<file path="config.mk">
export PLATFORM = sky130hd
export DESIGN_NAME = lsu_datamemory
export DESIGN_NICKNAME = d
export VERILOG_FILES = /design/src/rtl/lsu_datamemory.sv
export SDC_FILE = /design/constraint.sdc
export NUM_CORES = 1
export LEC_CHECK = 0
export ABC_AREA = 1
export ABC_CLOCK_PERIOD_IN_PS = 2700
export CORE_MARGIN = 2
export CORE_UTILIZATION = 55
export CTS_BUF_LIST = sky130_fd_sc_hd__clkbuf_4
export CTS_CLUSTER_DIAMETER = 80
export DETAILED_ROUTE_END_ITERATION = 10
export PLACE_DENSITY_LB_ADDON = 0.3
export SYNTH_ARGS = -nofsm -noshare
export SYNTH_HDL_FRONTEND = slang
export SYNTH_SLANG_ARGS = --single-unit
</file>
<file path="constraint.sdc">
create_clock -name clk -period 2.7 [get_ports clk]
set_clock_uncertainty 0.1 [all_clocks]
set_input_delay 0.405 -clock clk [delete_from_list [all_inputs] [get_ports clk]]
set_output_delay 0.405 -clock clk [all_outputs]
set_load 0.1 [all_outputs]
</file>
<file path="src/rtl/lsu_datamemory.sv">
// Load/store unit: turns one load/store request into one or two word-aligned
// memory beats with byte masks, and steers/extends read data back to the pipeline.
module lsu_datamemory #(
    parameter int unsigned XLEN           = 32,
    parameter int unsigned ADDR_W         = 32,
    parameter bit          MISALIGN_SPLIT = 1'b1
) (
    input  logic                clk,
    input  logic                rst_n,
    input  logic                req_valid,
    output logic                req_ready,
    input  logic                req_we,
    input  logic [1:0]          req_size,
    input  logic                req_signed,
    input  logic [ADDR_W-1:0]   req_addr,
    input  logic [XLEN-1:0]     req_wdata,
    output logic                resp_valid,
    output logic [XLEN-1:0]     resp_data,
    output logic                resp_err,
    output logic                mem_req,
    input  logic                mem_gnt,
    output logic                mem_we,
    output logic [ADDR_W-1:0]   mem_a,
    output logic [XLEN-1:0]     mem_wd,
    output logic [XLEN/8-1:0]   mem_wmask,
    input  logic                mem_rvalid,
    input  logic [XLEN-1:0]     mem_rd
);

    localparam int unsigned B     = XLEN / 8;
    localparam int unsigned MW    = 2 * B;
    localparam int unsigned OFF_W = $clog2(B);
    localparam int unsigned IDX_W = $clog2(XLEN);
    localparam int unsigned SH_W  = $clog2(XLEN) + 1;

    typedef enum logic [2:0] {
        S_IDLE, S_REQ0, S_WAIT0, S_REQ1, S_WAIT1, S_RESP, S_ERR
    } state_t;

    state_t            state;
    logic              we_q;
    logic [1:0]        size_q;
    logic              sgn_q;
    logic [OFF_W-1:0]  off_q;
    logic              cross_q;
    logic [B-1:0]      mask1_q;
    logic [XLEN-1:0]   rd0_q;

    logic [1:0]        size_n;
    logic [OFF_W-1:0]  off_n;
    logic [3:0]        nbytes_n;
    logic              cross_n;
    logic [MW-1:0]     lanemask_n;
    logic [XLEN-1:0]   wd_rot_n;
    logic [OFF_W+2:0]  wsh_n;

    logic [2*XLEN-1:0] rd_pair;
    logic [XLEN-1:0]   rd_low;
    logic [XLEN-1:0]   keep;
    logic [SH_W-1:0]   keep_sh;
    logic [IDX_W-1:0]  msb_idx;
    logic [XLEN-1:0]   load_val;

    // Dword requests collapse to word on a 32-bit datapath.
    always_comb begin
        size_n = req_size;
        if (XLEN == 32 && req_size == 2'd3) size_n = 2'd2;
    end

    // Request decode: lane offset, word crossing, 2B-wide lane mask, rotated store data.
    assign off_n      = req_addr[OFF_W-1:0];
    assign nbytes_n   = 4'd1 << size_n;
    assign cross_n    = (5'(off_n) + 5'(nbytes_n)) > 5'(B);
    assign lanemask_n = MW'((16'd1 << nbytes_n) - 16'd1) << off_n;
    assign wsh_n      = {off_n, 3'b000};
    assign wd_rot_n   = (req_wdata << wsh_n) | (req_wdata >> (XLEN - 32'(wsh_n)));

    // Read steering: shift the beat pair down by the offset, keep n bytes, extend.
    always_comb begin
        rd_pair  = (state == S_WAIT1) ? {mem_rd, rd0_q} : {{XLEN{1'b0}}, mem_rd};
        rd_low   = XLEN'(rd_pair >> {off_q, 3'b000});
        keep_sh  = SH_W'(XLEN - (32'd8 << size_q));
        keep     = {XLEN{1'b1}} >> keep_sh;
        msb_idx  = IDX_W'((32'd8 << size_q) - 32'd1);
        load_val = (rd_low & keep) | ((sgn_q && rd_low[msb_idx]) ? ~keep : {XLEN{1'b0}});
    end

    always_ff @(posedge clk or negedge rst_n) begin
        if (!rst_n) begin
            state      <= S_IDLE;
            req_ready  <= 1'b1;
            resp_valid <= 1'b0;
            resp_data  <= '0;
            resp_err   <= 1'b0;
            mem_req    <= 1'b0;
            mem_we     <= 1'b0;
            mem_a      <= '0;
            mem_wd     <= '0;
            mem_wmask  <= '0;
            we_q       <= 1'b0;
            size_q     <= 2'd0;
            sgn_q      <= 1'b0;
            off_q      <= '0;
            cross_q    <= 1'b0;
            mask1_q    <= '0;
            rd0_q      <= '0;
        end else begin
            resp_valid <= 1'b0;
            resp_err   <= 1'b0;
            case (state)
                S_IDLE: begin
                    if (req_valid) begin
                        req_ready <= 1'b0;
                        we_q      <= req_we;
                        size_q    <= size_n;
                        sgn_q     <= req_signed;
                        off_q     <= off_n;
                        cross_q   <= cross_n;
                        mask1_q   <= lanemask_n[MW-1:B];
                        if (cross_n && !MISALIGN_SPLIT) begin
                            state      <= S_ERR;
                            resp_valid <= 1'b1;
                            resp_err   <= 1'b1;
                            resp_data  <= '0;
                        end else begin
                            state     <= S_REQ0;
                            mem_req   <= 1'b1;
                            mem_we    <= req_we;
                            mem_a     <= {req_addr[ADDR_W-1:OFF_W], OFF_W'(0)};
                            mem_wd    <= wd_rot_n;
                            mem_wmask <= req_we ? lanemask_n[B-1:0] : '0;
                        end
                    end
                end
                S_REQ0: begin
                    if (mem_gnt) begin
                        mem_req <= 1'b0;
                        state   <= S_WAIT0;
                    end
                end
                S_WAIT0: begin
                    if (mem_rvalid) begin
                        rd0_q <= mem_rd;
                        if (cross_q) begin
                            state     <= S_REQ1;
                            mem_req   <= 1'b1;
                            mem_a     <= mem_a + ADDR_W'(B);
                            mem_wmask <= we_q ? mask1_q : '0;
                        end else begin
                            state      <= S_RESP;
                            resp_valid <= 1'b1;
                            resp_data  <= we_q ? '0 : load_val;
                        end
                    end
                end
                S_REQ1: begin
                    if (mem_gnt) begin
                        mem_req <= 1'b0;
                        state   <= S_WAIT1;
                    end
                end
                S_WAIT1: begin
                    if (mem_rvalid) begin
                        state      <= S_RESP;
                        resp_valid <= 1'b1;
                        resp_data  <= we_q ? '0 : load_val;
                    end
                end
                S_RESP, S_ERR: begin
                    state     <= S_IDLE;
                    req_ready <= 1'b1;
                end
                default: begin
                    state     <= S_IDLE;
                    req_ready <= 1'b1;
                end
            endcase
        end
    end

endmodule

</file>
==> flow_summary_export.csv, run 1 <==
group,metric,value,unit
status,status,"completed",
finish,finalNetCount,1615,
critical_path,crit_cells,10,
grt,grtUsageTotal,29.89,%
timing,max_freq,403.7,MHz
placed_design,io_buffers,206,
critical_path,arrival,2.87,ns
finish,layout-drive-gt1-share,13.23,%
critical_path,crit_fanout,21,
grt,antenna_found_initial,1,
detailed_routing,first_iter_violations,1156,
placed_design,dp_hpwl,19520,um
detailed_routing,viasPerCell,5.616,
timing,finalCriticalPeriod,2.477,ns
critical_path,crit_family,"simple AND/OR/NAND/NOR gates",
critical_path,critPathMaxStageDelay,0.47,ns
synth,synth_area_leaders,"dfrtp_1, nand2_1, o21ai_0, inv_1, a21oi_1",
critical_path,reg2reg_from,"state[0]$_DFFE_PN0P_",
critical_path,r2r_cells,10,
floorplanning,ios,210,
timing,slew_viol_final,0,
synth,synth_edf_count,0,
floorplanning,start_util,56.12,%
floorplanning,fp-row-count,47,
critical_path,worstSetupPathType,"flop to flop",
finish,final_cell_mix,"nand2_1, dfrtp_1, o21ai_0, buf_4, inv_1",
synth,synth.top_cell.area_share,39.26,%
placed_design,dp_slack,0.1225,ns
synth,syn_area_per_cell,7.056,um^2
critical_path,crit_buf_inv,1,
timing,fin_hold_ws,0.2110,ns
detailed_routing,wirelength,26780,um
critical_path,cp-start-kind,"flop",
timing,rsz0062_at_grt,"false",
finish,final_common_cell,"nand2_1",
timing,period_share,91.74,%
cts,cts_post_setup_buffers_inserted,0,
finish,finish.utilization,70.22,%
timing,tightest_slew,0.5526,ns
grt,grt_max_degree,62,
detailed_routing,drc_errors,0,
synth,yosysSeqAreaShare,39.54,%
detailed_routing,wl_per_cell,15.45,um
cts,cts_buffers,17,
finish,fill_cells,1411,
cts,cts_max_level,4,
floorplanning,fp.dieW,134.1,um
timing,fin_ws,0.2231,ns
finish,seq_area,3680,um^2
timing,tns,0,ns
critical_path,crit_slowest_cell,"dfrtp_1",
timing,setup_viol,0,
detailed_routing,firstDrtPassIters,9,
timing,relSlewSlack,63.16,%
synth,yosysWarnings,0,
synth,synth_cells,1319,
critical_path,path_cells,"nor2_4 > nand2_2 > inv_2 > nand2_1 > nand2_1 > o21ai_0 > or2_0 > a21oi_1 > nand2_1 > nand2_1",
grt,grt_pass1_vias,8790,
synth,syn_area,9306,um^2
min_path,hold_path.class,"input port to async pin",
grt,grt_pass1_wl,43390,um
synth,yosysTopAreaCell,"dfrtp_1",
critical_path,critPathMostFrequentCell,"nand2_1",
critical_path,timing.rr.end,"resp_data[26]$_DFFE_PN0P_",
critical_path,setup.worst_path.end_class,"flop",
detailed_routing,vias,9733,
synth,async_flop_share,100.0,%
cts,cts-root-buf,"clkbuf_4",
synth,ys.flop_type,"dfrtp_1",
cts,cts_tree,"done",
finish,multi_input_area,4775,um^2
floorplanning,fp.dieH,134.1,um
cts,clkLatencyLatePin,0.56,ns
cts,cts_sinks,147,
job,cap_violations,0,
detailed_routing,antenna_left,0,
cts,clockBufferDepth,2,
placed_design,gp_congestion,0.9452,
grt,overflow,0,
timing,hold_viol_final,0,
floorplanning,die_area,17980,um^2
critical_path,cp.required,3.09,ns
cts,cts.reportedPaths.clkPinSlew,0.13,ns
synth,yosysUniqueCellTypes,49,
critical_path,r2r_setup_slack,0.22,ns
finish,area_delta_synth_final,25.13,%
synth,synth_seq_cells,147,
floorplanning,core,16580,um^2
logic make-up (layout without fill, tap and decap cells):
kind of cell | after synthesis | after routing | share of synthesized area [%]
adders and majority gates | 10 | 10 | 1.425
muxes | 10 | 10 | 1.210
and+or+nand+nor | 596 | 596 | 26.67
other | 1 | 4 | 0.04029
DFF | 147 | 147 | 39.54
xor gates and xnor gates | 13 | 13 | 1.223
AOI/OAI and AO/OA | 332 | 332 | 20.54
buffers and inverters | 210 | 401 | 9.344
worst max-delay path by stage:
stage                               from                        end  slack [ns]
CTS                 state[0]$_DFFE_PN0P_  resp_data[26]$_DFFE_PN0P_        0.27
global placement             req_addr[1]      mem_wd[2]$_DFFE_PN0P_        0.23
finish              state[0]$_DFFE_PN0P_  resp_data[26]$_DFFE_PN0P_        0.22
detailed placement           req_addr[1]     mem_wd[31]$_DFFE_PN0P_        0.12
floorplan           mem_a[2]$_DFFE_PN0P_      mem_a[24]$_DFFE_PN0P_         0.1
global route        state[0]$_DFFE_PN0P_  resp_data[13]$_DFFE_PN0P_        0.03
cell usage after synthesis, types with 2 or more instances:
master / number
a21oi_1: 85
a21oi_2: 2
a221oi_1: 4
a2bb2oi_1: 7
a31oi_1: 7
buf_1: 4
buf_2: 8
buf_4: 7
buf_6: 6
clkbuf_1: 52
clkinv_1: 2
dfrtp_1: 146
ha_1: 9
inv_1: 125
inv_2: 6
mux2_2: 10
nand2_1: 404
nand2_2: 3
nand3_1: 70
nand3b_1: 2
nand4_1: 6
nor2_1: 68
nor2_2: 3
nor2_4: 2
nor3_1: 16
o211ai_1: 54
o21a_1: 5
o21ai_0: 128
o21ai_1: 15
o22ai_1: 18
or2_0: 4
or2_1: 9
or2_2: 5
xnor2_1: 2
xor2_1: 11
state kept, by name (all words and copies together) (netlist names):
register    count
we_q            1
state           3
size_q          2
mask1_q         4
sgn_q           1
mem_wmask       4
mem_req         1
rd0_q          32
mem_wd         32
mem_a          30
cross_q         1
off_q           2
resp_data      32
resp_valid      1
req_ready       1
routing by layer:
metal / wire [um] / GRT usage, % / up-vias
met3: 2646 / 6.085 / 39
met1: 12040 / 44.54 / 4444
met2: 11630 / 44.42 / 533
met4: 467 / 8.363 / 0
li1: - / - / 4717
met5: 0 / 0 / -
worst register-to-register path, delay by kind of cell, from the launching register on:
| family | cells | cell delay (ns) |
|---|---|---|
| and+or+nand+nor | 7 | 1.13 |
| DFF | 1 | 0.47 |
| buffers and inverters | 1 | 0.40 |
| AOI/OAI and AO/OA | 2 | 0.32 |
per-stage QoR:
step | cell area, um^2 | std cells
6_report | 11640 | 1733
5_1_grt | 11640 | 1733
4_1_cts | 11640 | 1732
3_5_place_dp | 11320 | 1700
3_3_place_gp | 11320 | 1700
2_1_floorplan | 9324 | 1321
cell type report:
cell class,instances,area share [%]
antenna,1,0.02149
sequential,147,31.60
multi-input combinational,964,41.00
clock inverter,11,1.386
tap,220,2.364
inverter,133,4.298
clock buffer,20,1.289
timing repair buffer,237,18.04
what timing repair did:
item,4_1_cts,5_1_grt
hold endpoints to repair,43,0
resized for setup,0,0
endpoints found under the setup margin,0,0
hold buffers,1,0
Power of run 1 is not shown: default switching activity piles up to over one toggle a cycle in this logic, so the estimate is an artifact.
==> run 2: changes to the inputs <==
Settings changed: CAP_MARGIN set to 10, DONT_BUFFER_PORTS set to 1.
==> flow_summary_export.csv, run 2 (synthesized netlist as in run 1, its figures left out) <==
group,metric,value,unit
placed_design,gp_congestion,0.9160,
min_path,hold_path.class,"input port to async pin",
grt,grt_pass1_vias,8695,
critical_path,timing.rr.end,"mem_a[24]$_DFFE_PN0P_",
grt,antenna_found_initial,1,
finish,fill_cells,1483,
floorplanning,start_util,56.12,%
placed_design,dp_slack,0.3868,ns
status,violations,"negative hold slack",
critical_path,crit_slowest_cell,"dfrtp_1",
finish,final_common_cell,"nand2_1",
timing,slew_viol_final,0,
timing,relSlewSlack,35.78,%
placed_design,dp_cells,1512,
cts,cts_buffers,17,
status,status,"finished with violations",
critical_path,path_cells,"ha_1 > nand3_1 > nor2_1 > nand4_1 > nor3_1 > nand2_1 > a21oi_1 > a21oi_1",
critical_path,setup.worst_path.end_class,"flop",
detailed_routing,firstDrtPassIters,8,
detailed_routing,wl_per_cell,16.47,um
grt,grtUsageTotal,30.03,%
floorplanning,fp.dieH,134.1,um
detailed_routing,routed-wl-met3,2643,um
cts,cts_tree,"done",
critical_path,worstSetupPathType,"flop to flop",
grt,overflow,0,
finish,final_cell_mix,"nand2_1, dfrtp_1, o21ai_0, inv_1, a21oi_1",
timing,rsz0062_at_grt,"false",
cts,cts.reportedPaths.clkPinSlew,0.12,ns
cts,clkLatencyLatePin,0.56,ns
finish,finalNetCount,1510,
cts,clockBufferDepth,2,
critical_path,r2r_cells,8,
detailed_routing,wl_met2,11580,um
critical_path,r2r_setup_slack,0.33,ns
finish,top_regs,"mem_wd (32), rd0_q (32), resp_data (32)",
timing,finalCriticalPeriod,2.368,ns
timing,max_freq,422.2,MHz
floorplanning,fp.dieW,134.1,um
placed_design,io_buffers,0,
cts,cts_max_level,4,
critical_path,endpoint,"mem_a[24]$_DFFE_PN0P_",
floorplanning,ios,210,
job,cap_violations,0,
critical_path,critPathMaxStageDelay,0.42,ns
placed_design,dp_hpwl,17800,um
cts,postCtsHoldBufs,84,
detailed_routing,drc_errors,0,
critical_path,startpoint,"mem_a[3]$_DFFE_PN0P_",
detailed_routing,met1_length,12070,um
timing,fin_ws,0.3317,ns
cts,cts_sinks,147,
detailed_routing,first_iter_violations,1032,
floorplanning,die_area,17980,um^2
timing,fin_hold_ws,-0.5749,ns
grt,grt_pass1_wl,43500,um
finish,layout-drive-gt1-share,8.168,%
grt,grt_max_degree,148,
floorplanning,core,16580,um^2
detailed_routing,viasPerCell,5.689,
detailed_routing,antenna_left,0,
floorplanning,fp-row-count,47,
timing,tns,0,ns
timing,setup_viol,0,
finish,area_delta_synth_final,15.96,%
timing,hold_viol_final,147,
detailed_routing,wirelength,26830,um
detailed_routing,vias,9268,
critical_path,critPathMostFrequentCell,"a21oi_1",
timing,period_share,87.71,%
cts,cts-root-buf,"clkbuf_4",
critical_path,crit_fanout,5,
critical_path,cp-start-kind,"flop",
timing,tightest_slew,0.9633,ns
cts,cts_post_setup_buffers_inserted,0,
detailed_routing,dr.max_layer_used,"met4",
finish,finalNonFillerCells,1629,
critical_path,cp.required,3.05,ns
critical_path,reg2reg_from,"mem_a[3]$_DFFE_PN0P_",
cts,cts_resized,0,
critical_path,arrival,2.72,ns
-- run 2: cell count changes in the layout (fill, tap and decap cells not counted), moves of 3 or more --
cell | before | now
clkdlybuf4s50_1 | 102 | 0
clkinv_2 | 3 | 6
dlygate4sd3_1 | 1 | 84
buf_4 | 127 | 46
buf_12 | 5 | 2
-- run 2: area by class of cell --
cell class                      count  area, um^2  share of cell area, %
Clock inverter                     13       190.2                  1.762
Multi-Input combinational cell    964        4775                  44.24
Timing Repair Buffer              132        1226                  11.36
Sequential cell                   147        3680                  34.10
Inverter                          133       500.5                  4.638
Antenna cell                        1       2.502                0.02319
Tap cell                          220       275.3                  2.551
Clock buffer                       19       142.6                  1.322
-- run 2: metal layers --
| metal | vias up | GRT usage, % |
|---|---|---|
| li1 | 4508 | - |
| met1 | 4272 | 43.44 |
| met2 | 441 | 44.25 |
| met3 | 47 | 8.012 |
| met4 | 0 | 9.415 |
| met5 | - | 0 |
-- run 2: worst min-delay path by stage --
stage | cells past startpoint | from | end | slack (ns)
after floorplan | 0 | rst_n | cross_q$_DFFE_PN0P_ | 0.009
after global placement | 0 | rst_n | mem_a[9]$_DFFE_PN0P_ | 0.01
after detailed placement | 0 | rst_n | mem_a[10]$_DFFE_PN0P_ | 0.01
after CTS | 0 | rst_n | rd0_q[25]$_DFFE_PN0P_ | -0.62
after global routing | 0 | rst_n | mem_a[8]$_DFFE_PN0P_ | -0.62
final | 0 | rst_n | mem_a[9]$_DFFE_PN0P_ | -0.57
-- run 2: critical path, delay by kind of cell, from the launching register on --
family	cells	cell delay, ns
flops	1	0.42
compound gates	2	0.23
fa+ha+maj	1	0.21
simple gates	5	1.30
-- run 2: stage by stage --
| step | hold slack, ns | util, % | instance area (um^2) |
|---|---|---|---|
| after CTS | -0.6165 | 65.06 | 10790 |
| after global placement | 0.01309 | 57.98 | 9615 |
| final | -0.5749 | 65.07 | 10790 |
| after floorplan | 0.009409 | - | 9324 |
| after global routing | -0.6168 | 65.07 | 10790 |
| after detailed placement | 0.01317 | 57.98 | 9615 |
Power of run 2 is left out for the same reason.
